**config.mk**
```make
export PLATFORM = sky130hd
export DESIGN_NAME = load_store_unit_flat
export DESIGN_NICKNAME = d
export VERILOG_FILES = /design/src/rtl/lsu_pkg.sv /design/src/rtl/load_store_unit_if.sv /design/src/rtl/lsu_align.sv /design/src/rtl/load_store_unit.sv /design/src/flat_wrapper.sv
export SDC_FILE = /design/constraint.sdc
export NUM_CORES = 1
export LEC_CHECK = 0
export BUFFER_PORTS_ARGS = -buffer_cell sky130_fd_sc_hd__buf_4
export CAP_MARGIN = 10
export CORE_MARGIN = 3
export CORE_UTILIZATION = 48
export CTS_CLUSTER_SIZE = 30
export DETAILED_ROUTE_END_ITERATION = 8
export HOLD_SLACK_MARGIN = 0.05
export MAX_ROUTING_LAYER = met4
export PLACE_DENSITY = 0.77
export SLEW_MARGIN = 15
export SYNTH_ARGS = -nofsm -noshare
export SYNTH_HDL_FRONTEND = slang
export SYNTH_SLANG_ARGS = --single-unit
```
**constraint.sdc**
```tcl
create_clock -name clk -period 3.3 [get_ports clk]
set_clock_uncertainty 0.2 [all_clocks]
set_input_delay 0.66 -clock clk [delete_from_list [all_inputs] [get_ports clk]]
set_output_delay 0.66 -clock clk [all_outputs]
set_load 0.005 [all_outputs]
```
**src/rtl/lsu_pkg.sv**
```systemverilog
// lsu_pkg: access sizes, FSM states and the alignment rule shared by the load/store unit
package lsu_pkg;
    typedef enum logic [1:0] {SZ_BYTE = 2'b00, SZ_HALF = 2'b01, SZ_WORD = 2'b10, SZ_ILL = 2'b11} size_e;
    typedef enum logic [1:0] {IDLE, MERGE, WRITE, RESP} lsu_state_e;
    function automatic logic is_misaligned(input logic [1:0] addr, input size_e size);
        return size == SZ_ILL || (size == SZ_HALF && addr[0]) || (size == SZ_WORD && addr != 2'b00);
    endfunction
endpackage

```
**src/rtl/load_store_unit_if.sv**
```systemverilog
// load_store_unit_if: request/response handshake and data-memory bus of the load/store unit
interface load_store_unit_if #(parameter int DATA_WIDTH = 32, parameter int ADDR_WIDTH = 32) ();
    logic                  req_valid;
    logic                  req_ready;
    logic                  req_we;
    lsu_pkg::size_e        req_size;
    logic                  req_unsigned;
    logic [ADDR_WIDTH-1:0] req_addr;
    logic [DATA_WIDTH-1:0] req_wdata;
    logic                  resp_valid;
    logic [DATA_WIDTH-1:0] resp_rdata;
    logic                  resp_misaligned;
    logic                  mem_w_en;
    logic [ADDR_WIDTH-1:0] mem_addr;
    logic [DATA_WIDTH-1:0] mem_wdata;
    logic [DATA_WIDTH-1:0] mem_rdata;
    modport slave (
        input  req_valid, req_we, req_size, req_unsigned, req_addr, req_wdata, mem_rdata,
        output req_ready, resp_valid, resp_rdata, resp_misaligned, mem_w_en, mem_addr, mem_wdata
    );
    modport master (
        output req_valid, req_we, req_size, req_unsigned, req_addr, req_wdata, mem_rdata,
        input  req_ready, resp_valid, resp_rdata, resp_misaligned, mem_w_en, mem_addr, mem_wdata
    );
endinterface

```
**src/rtl/lsu_align.sv**
```systemverilog
// lsu_align: little-endian lane extract/extend for loads and lane merge for sub-word stores
module lsu_align import lsu_pkg::*; #(parameter int DATA_WIDTH = 32) (
    input  logic [DATA_WIDTH-1:0] rdata,
    input  logic [1:0]            lane,
    input  size_e                 size,
    input  logic                  uns,
    input  logic [DATA_WIDTH-1:0] wdata,
    output logic [DATA_WIDTH-1:0] ext,
    output logic [DATA_WIDTH-1:0] merged
);
    logic [7:0]  b;
    logic [15:0] h;
    assign b = rdata[8*lane +: 8];
    assign h = lane[1] ? rdata[31:16] : rdata[15:0];
    assign ext = size == SZ_BYTE ? {{24{b[7] & ~uns}}, b} :
                 size == SZ_HALF ? {{16{h[15] & ~uns}}, h} : rdata;
    always_comb begin
        merged = rdata;
        if (size == SZ_BYTE) merged[8*lane +: 8] = wdata[7:0];
        else if (size == SZ_HALF) merged[16*lane[1] +: 16] = wdata[15:0];
        else merged = wdata;
    end
endmodule

```
**src/rtl/load_store_unit.sv**
```systemverilog
// load_store_unit: turns byte/half/word requests into word accesses, with read-modify-write for sub-word stores
module load_store_unit import lsu_pkg::*; #(parameter int DATA_WIDTH = 32, parameter int ADDR_WIDTH = 32) (
    input logic clk,
    input logic rst_n,
    load_store_unit_if.slave bus
);
    lsu_state_e            state;
    logic [ADDR_WIDTH-1:0] lat_addr;
    size_e                 lat_size, cur_size;
    logic                  lat_uns, idle, err;
    logic [DATA_WIDTH-1:0] lat_wdata, ld_data, st_data;
    logic [1:0]            cur_lane;
    assign idle = state == IDLE;
    assign err = is_misaligned(bus.req_addr[1:0], bus.req_size);
    assign bus.req_ready = idle;
    assign bus.mem_addr = {idle ? bus.req_addr[ADDR_WIDTH-1:2] : lat_addr[ADDR_WIDTH-1:2], 2'b00};
    // One aligner serves both the live request (IDLE loads) and the latched one (MERGE)
    assign cur_lane = idle ? bus.req_addr[1:0] : lat_addr[1:0];
    assign cur_size = idle ? bus.req_size : lat_size;
    lsu_align #(.DATA_WIDTH(DATA_WIDTH)) u_align (
        .rdata(bus.mem_rdata), .lane(cur_lane), .size(cur_size),
        .uns(idle ? bus.req_unsigned : lat_uns), .wdata(lat_wdata),
        .ext(ld_data), .merged(st_data)
    );
    always_ff @(posedge clk or negedge rst_n)
        if (!rst_n) begin
            state <= IDLE;
            bus.resp_valid <= 1'b0;
            bus.resp_misaligned <= 1'b0;
            bus.mem_w_en <= 1'b0;
            bus.resp_rdata <= '0;
            bus.mem_wdata <= '0;
            lat_addr <= '0;
            lat_size <= SZ_BYTE;
            lat_uns <= 1'b0;
            lat_wdata <= '0;
        end else begin
            bus.resp_valid <= 1'b0;
            bus.mem_w_en <= 1'b0;
            case (state)
                IDLE: if (bus.req_valid) begin
                    lat_addr <= bus.req_addr;
                    lat_size <= bus.req_size;
                    lat_uns <= bus.req_unsigned;
                    lat_wdata <= bus.req_wdata;
                    bus.resp_misaligned <= err;
                    if (err || !bus.req_we) begin
                        if (!err) bus.resp_rdata <= ld_data;
                        bus.resp_valid <= 1'b1;
                        state <= RESP;
                    end else if (bus.req_size == SZ_WORD) begin
                        bus.mem_wdata <= bus.req_wdata;
                        bus.mem_w_en <= 1'b1;
                        state <= WRITE;
                    end else state <= MERGE;
                end
                MERGE: begin
                    bus.mem_wdata <= st_data;
                    bus.mem_w_en <= 1'b1;
                    state <= WRITE;
                end
                WRITE: begin
                    bus.resp_valid <= 1'b1;
                    state <= RESP;
                end
                default: state <= IDLE;
            endcase
        end
endmodule

```
**src/flat_wrapper.sv**
```systemverilog
// flat-port wrapper written by rule: the top's interface ports become plain ports
module load_store_unit_flat import lsu_pkg::*;
#(parameter int DATA_WIDTH = 32, parameter int ADDR_WIDTH = 32)
  (clk, rst_n, bus_req_valid, bus_req_we, bus_req_size, bus_req_unsigned, bus_req_addr, bus_req_wdata, bus_mem_rdata, bus_req_ready, bus_resp_valid, bus_resp_rdata, bus_resp_misaligned, bus_mem_w_en, bus_mem_addr, bus_mem_wdata);
  load_store_unit_if #(.DATA_WIDTH(DATA_WIDTH), .ADDR_WIDTH(ADDR_WIDTH)) bus_i ();
  input logic clk;
  input logic rst_n;
  input wire logic [$bits(bus_i.req_valid)-1:0] bus_req_valid;
  input wire logic [$bits(bus_i.req_we)-1:0] bus_req_we;
  input wire logic [$bits(bus_i.req_size)-1:0] bus_req_size;
  input wire logic [$bits(bus_i.req_unsigned)-1:0] bus_req_unsigned;
  input wire logic [$bits(bus_i.req_addr)-1:0] bus_req_addr;
  input wire logic [$bits(bus_i.req_wdata)-1:0] bus_req_wdata;
  input wire logic [$bits(bus_i.mem_rdata)-1:0] bus_mem_rdata;
  output wire logic [$bits(bus_i.req_ready)-1:0] bus_req_ready;
  output wire logic [$bits(bus_i.resp_valid)-1:0] bus_resp_valid;
  output wire logic [$bits(bus_i.resp_rdata)-1:0] bus_resp_rdata;
  output wire logic [$bits(bus_i.resp_misaligned)-1:0] bus_resp_misaligned;
  output wire logic [$bits(bus_i.mem_w_en)-1:0] bus_mem_w_en;
  output wire logic [$bits(bus_i.mem_addr)-1:0] bus_mem_addr;
  output wire logic [$bits(bus_i.mem_wdata)-1:0] bus_mem_wdata;
  assign bus_i.req_valid = bus_req_valid;
  assign bus_i.req_we = bus_req_we;
  assign bus_i.req_size = bus_req_size;
  assign bus_i.req_unsigned = bus_req_unsigned;
  assign bus_i.req_addr = bus_req_addr;
  assign bus_i.req_wdata = bus_req_wdata;
  assign bus_i.mem_rdata = bus_mem_rdata;
  assign bus_req_ready = bus_i.req_ready;
  assign bus_resp_valid = bus_i.resp_valid;
  assign bus_resp_rdata = bus_i.resp_rdata;
  assign bus_resp_misaligned = bus_i.resp_misaligned;
  assign bus_mem_w_en = bus_i.mem_w_en;
  assign bus_mem_addr = bus_i.mem_addr;
  assign bus_mem_wdata = bus_i.mem_wdata;
  load_store_unit #(.DATA_WIDTH(DATA_WIDTH), .ADDR_WIDTH(ADDR_WIDTH)) u_core (.clk(clk), .rst_n(rst_n), .bus(bus_i));
endmodule
```
* Yosys cells after proc, flatten, opt, wreduce, memory -nomap -nowiden
Cells that the tools add are included.
** Word-level totals
- Flip-flop bits (word level) :: 136
- Output and inout port bits :: 100
** Cells by class
- Reduce and logical (&&, ||, !) cells :: 13
- Shift-type cells :: 5
- Eq/ne operators :: 9
- Bitwise operators :: 4
- $add $sub $neg :: 2
- Mux-type cells :: 26
** Operator list (count)
- two-way mux 32 bit :: 7
- negation 5 -> 34 bit :: 2
- bitwise mux 32 bit :: 2
- case mux 32 bit (2 select lines) :: 1
- variable shift 16 x 34 -> 32 bit, first input constant :: 1
- variable shift 8 x 34 -> 32 bit, first input constant :: 1
- indexed part select 16 x 34 -> 32 bit :: 1
- indexed part select 8 x 34 -> 32 bit :: 1
- indexed part select 32 x 6 -> 8 bit :: 1
- two-way mux 30 bit :: 1
- two-way mux 16 bit :: 1
- two-way mux 2 bit :: 5
- AND reduction 4 bit :: 2
- equality test 2 x 1 -> 1 bit, second input constant :: 3
- equality test 2 bit, second input constant :: 3
- two-way mux 1 bit :: 6
- inequality test 2 bit, second input constant :: 3
- case mux 2 bit (3 select lines) :: 1
- logical NOT 2 bit :: 2
- case mux 1 bit (2 select lines) :: 2
- nonzero test 2 bit :: 2
- logical OR 1 bit :: 3
- bitwise AND 1 bit :: 2
- logical AND 1 bit :: 2
- 3 further kinds :: 4

* Longest topological paths before layout
- Depth after elaboration :: 8
- Depth in mapped cells :: 13
- Depth with buffers taken out :: 10

* Modules after synthesis
From an unflattened synthesis, not the netlist that was laid out.
** Second synthesis, totals
- Cells, all modules :: 671
- Area total of the unflattened synthesis :: 7963.9 um^2
** By module, submodules not included
- load_store_unit :: cells each 392, instances 1, sequential area each 3403.3 um^2, area an instance 6004.5 um^2
- lsu_align :: cells each 279, instances 1, sequential area each 0.0 um^2, area an instance 1959.4 um^2

* Worst setup path after synthesis
OpenSTA, ideal clock, no wires.
- Path type :: in2reg
- From :: input bus_req_addr[0]
- To :: register u_core.bus.mem_wdata[13]
- Library setup time :: 0.065 ns
- Arrival time :: 3.074 ns
- Setup slack :: -0.039 ns
- Stages on the path :: 10
- Data required time :: 3.035 ns
- Cell sequence :: clkbuf_1 -> mux2_2 -> clkbuf_1 -> inv_1 -> ha_1 -> or2_2 -> nor3b_1 -> a221oi_1 -> a211oi_1 -> a211o_1
** On the way
- Word-level cells in the longest chain between the ends :: 6
- Elaborated cells between the ends (all ways) :: 15
- Classes of those cells :: add/sub (1); eq/ne (1); shift (2); mux (4); reduce/logical (7)
** RTL lines
- start, declared :: RTL line flat_wrapper.sv:12 : input wire logic [$bits(bus_i.req_addr)-1:0] bus_req_addr;
- two-way mux 2 bit (tied with other cells) :: RTL line load_store_unit.sv:18 : assign cur_lane = idle ? bus.req_addr[1:0] : lat_addr[1:0];
- negation 5 -> 34 bit (tied with other cells) :: RTL line lsu_align.sv:19 : if (size == SZ_BYTE) merged[8*lane +: 8] = wdata[7:0];
- indexed part select 8 x 34 -> 32 bit (tied with other cells) :: RTL line lsu_align.sv:19
- bitwise mux 32 bit or logical OR 1 bit (tied branches) :: RTL line lsu_align.sv:19, load_store_unit.sv:47
- two-way mux 32 bit or inequality test 2 bit (tied branches)
- case mux 32 bit (2 select lines) or AND reduction 4 bit (tied branches)
- end signal, assigned :: RTL line load_store_unit.sv:52 : bus.mem_wdata <= bus.req_wdata;
- end signal, assigned :: RTL line load_store_unit.sv:58 : bus.mem_wdata <= st_data;
- end, declared :: RTL line load_store_unit_if.sv:19 : output req_ready, resp_valid, resp_rdata, resp_misaligned, mem_w_en, mem_addr, mem_wdata
Parallel ways exist; a longest one is shown, timed or not.
A chain may end at the register's enable or synchronous reset.

* Final worst setup path
- From :: register u_core.state[1]
- To :: output bus_mem_addr[27]
** On the way
- Word-level cells in the longest chain between the ends :: 2
** RTL lines
- start, declared :: RTL line load_store_unit.sv:7 : lsu_state_e state;
- start signal, assigned :: RTL line load_store_unit.sv:27 : state <= IDLE;
- start signal, assigned :: RTL line load_store_unit.sv:50 : state <= RESP;
- start signal, assigned :: RTL line load_store_unit.sv:54 : state <= WRITE;
- logical NOT 2 bit :: RTL line load_store_unit.sv:13 : assign idle = state == IDLE;
- two-way mux 30 bit :: RTL line load_store_unit.sv:16 : assign bus.mem_addr = {idle ? bus.req_addr[ADDR_WIDTH-1:2] : lat_addr[ADDR_WIDTH-1:2], 2'b00};
- end, declared :: RTL line flat_wrapper.sv:20 : output wire logic [$bits(bus_i.mem_addr)-1:0] bus_mem_addr;
No other way between the ends.

==> results by group <==
Run status
  – Status: finished, final reports clean

GRT
  – Vias in the first global route: 7324
  – Initial antenna violation count: 0
  – GRT overflow: 0
  – Largest net degree at the start of global routing: 71
  – First-pass GRT wire length: 38900 um
  – Overall Global Routing Usage: 28.5%

Yosys
  – Distinct cells, synth: 57
  – Compound-Gate Fraction of Synth Area: 20.7%
  – Largest family of logic cells by synthesized area: compound AO/OA/AOI/OAI gates
  – EDFF count, synth: 0
  – Multiplexer share of the synthesized area: 18.0%
  – Mapped Avg Cell Area: 9.93 sq um
  – Cells after Synth: 778
  – Most used DFF post-synth: dfrtp_1
  – Adder-cell share of the synthesized area: 1.13%
  – Post-Synth Simple-Gate Area: 11.3%
  – Async set or reset register ratio after synthesis: 100%
  – Yosys reg bits: 136
  – Largest cells by area after synthesis: dfrtp_1 44%, mux2_2 14%, a21oi_1 5.8%
  – Sequential element share of the synthesized area: 44.0%
  – XOR/XNOR share of the synthesized area: 0%
  – Yosys top cell area share: 44.0%
  – Cell Area, Synth: 7730 sq um
  – Yosys warning count: 0
  – Synth area leader: dfrtp_1

STA
  – Final Slew Violations: 0
  – Hold slack final: 0.269 ns
  – Tcrit/Tclk final: 97.2%
  – Fin. Hold Viols: 0
  – Tmin final: 3.21 ns
  – Final setup violation count: 0
  – Slew margin rel.: 26.3%
  – Setup_tns: 0 ns
  – Fmax: 312 MHz
  – Slew @ Worst Pin: 1.11 ns
  – RSZ-0062 raised after global routing: no

Route
  – Post-route DRC: 0
  – DRT Pass-1 Iters: 7
  – Routed Antenna Nets: 0
  – Final WL: 24800 um
  – DR vias/cell: 6.10
  – Iter 0 DRT Violations: 789
  – Routed length per instance: 20.8 um
  – Routed vias: 7272

Power
  – Worst vdd ir: 0.570 mV
  – Static Leak: 4.51 nW
  – Power Density: 1040 nW/um^2

Cells and area
  – Layout Area Growth over Synthesis: 31.3%
  – Final instance area: 10100 sq um
  – Share of cells above drive strength 1: 38.2%
  – Most frequent cells in the layout: 228 x buf_4, 136 x dfrtp_1, 96 x mux2_2
  – Nets: 1079
  – Ant diodes: 0
  – Leading cell type in the layout, fill and taps excluded: buf_4

Job
  – Maxcap violations: 0

Worst setup path
  – Crit-path most repeated cell: buf_4
  – CP max FO: 41
  – Req. time, crit path: 2.44 ns
  – CP Cell Sequence: inv_1 > ha_4 > buf_4 > buf_12 > mux2_2 > buf_4
  – Delay of the slowest cell on the worst path: 0.43 ns
  – Worst setup SP type: flop
  – Crit-path slowest cell: dfrtp_1
  – Flop-to-flop setup slack: 0.25 ns
  – Arrival @ worst endpoint: 2.35 ns
  – Crit Path Class: flop to output pin
  – CP endpoint kind: output pin

Placement
  – Area of placed instances: 9490 sq um
  – HPWL after DPL: 17500 um
  – GP Congestion: 0.974
  – # port buffers: 200

Floorplan
  – Die footprint: 17700 sq um
  – Total core area: 15500 sq um
  – Die H: 133 um
  – Initial Utilization: 49.9%
  – Die X-Extent: 133 um
  – FP Rows: 45
  – Ports: 203

Clock network
  – TritonCTS clock tree: yes
  – Longest Clk Path Bufs: 2
  – Clk sinks: 136
  – Clock transition at the registers of the reported paths: 0.06 ns
  – CTS root buffer: clkbuf_16
  – Clock latency on the worst-skew pair: 0.43 ns
  – CTS buffer count: 17
  – CTS H-tree lvls: 4

Min path
  – Worst hold-check path type: input pin to flop
## critical path: cells and delay by family (launching register included)
kind	cells	cell delay, ns
adders and majority gates	1	0.23
buffers and inverters	4	0.84
DFF	1	0.43
muxes	1	0.37
## final cells by class
cell class                      count  area [sq um]
Fill cell                        1226          5340
Inverter                           21          78.8
Timing Repair Buffer              232          1770
Tap cell                          211           264
Multi-Input combinational cell    561          4010
Sequential cell                   136          3400
Clock buffer                       17           425
Clock inverter                     15           193
## metal layers
metal / vias up / routed length [um] / GRT usage [%]
met5: - / 0 / -
met4: 0 / 556 / 7.97
met2: 426 / 11500 / 43.3
li1: 3270 / - / -
met1: 3517 / 10300 / 37.8
met3: 59 / 2460 / 7.57
## where the power goes
group	switching [mW]	leakage (nW)	internal (mW)	total, mW
clock network	0.810	0.295	1.21	2.02
logic	2.65	2.61	2.67	5.32
registers	0.652	1.61	2.51	3.16
## state kept, by name (all words and copies together), names as in the netlist
name / count
u_core.lat_size: 2
u_core.bus.resp_rdata: 32
u_core.bus.resp_valid: 1
u_core.lat_addr: 32
u_core.lat_wdata: 32
u_core.bus.resp_misaligned: 1
u_core.state: 2
u_core.bus.mem_w_en: 1
u_core.lat_uns: 1
u_core.bus.mem_wdata: 32
## Yosys cell counts, types with 2 or more instances
cell type,count
nand2b_1,5
dfrtp_1,136
nand4_1,2
a211oi_1,11
nand2_1,75
inv_1,20
and2_1,2
o32ai_1,2
nor2_1,39
a211o_1,4
o31ai_1,5
o22a_1,4
a221o_1,12
a221oi_1,10
buf_6,3
and3_1,17
buf_4,5
ha_1,7
a2111oi_0,7
a31oi_1,5
o221ai_1,23
o21ai_0,30
buf_1,6
nor3_1,12
a21oi_2,3
or3_1,3
mux2i_1,31
clkbuf_1,34
nor4_1,2
a21oi_1,90
nand3_1,19
o22ai_1,7
a22oi_1,4
nand3b_1,5
mux2_2,96
nor2b_1,2
a21o_1,7
a31o_2,2
buf_2,13
## stage by stage
stage / setup slack, ns / util, % / power [mW] / std cells
2_1_floorplan: 0.192 / - / 6.21 / 779
3_3_place_gp: 0.331 / 61.3 / 8.24 / 1160
3_5_place_dp: 0.162 / 61.3 / 8.36 / 1160
4_1_cts: 0.0582 / 65.4 / 10.4 / 1193
5_1_grt: 0.0240 / 65.5 / 11.2 / 1193
6_report: 0.0922 / 65.5 / 10.5 / 1193
## worst paths after layout
kind,from,end,cells after the start
max,u_core.state[1],bus_mem_addr[27],6
min,bus_req_addr[31],u_core.lat_addr[31],2
max reg2reg,u_core.state[1],u_core.bus.mem_wdata[8],10
min reg2reg,u_core.bus.resp_rdata[0],u_core.bus.resp_rdata[0],2
max in group asynchronous,rst_n,u_core.lat_addr[13],3
min in group asynchronous,rst_n,u_core.bus.mem_wdata[2],2
## what timing repair did
item,4_1_cts,5_1_grt
gates resized for setup,3,2
endpoints found under the setup margin,30,33
buffers inserted,0,0
hold endpoints to repair,47,0
hold buffers,1,0
## kinds of logic after synthesis
group	Yosys count
compound gates	236
simple gates	189
flops	136
mux	127
buf+inv	82
fa+ha+maj	7
other cells	1
Power figures use the tool's default switching activity.
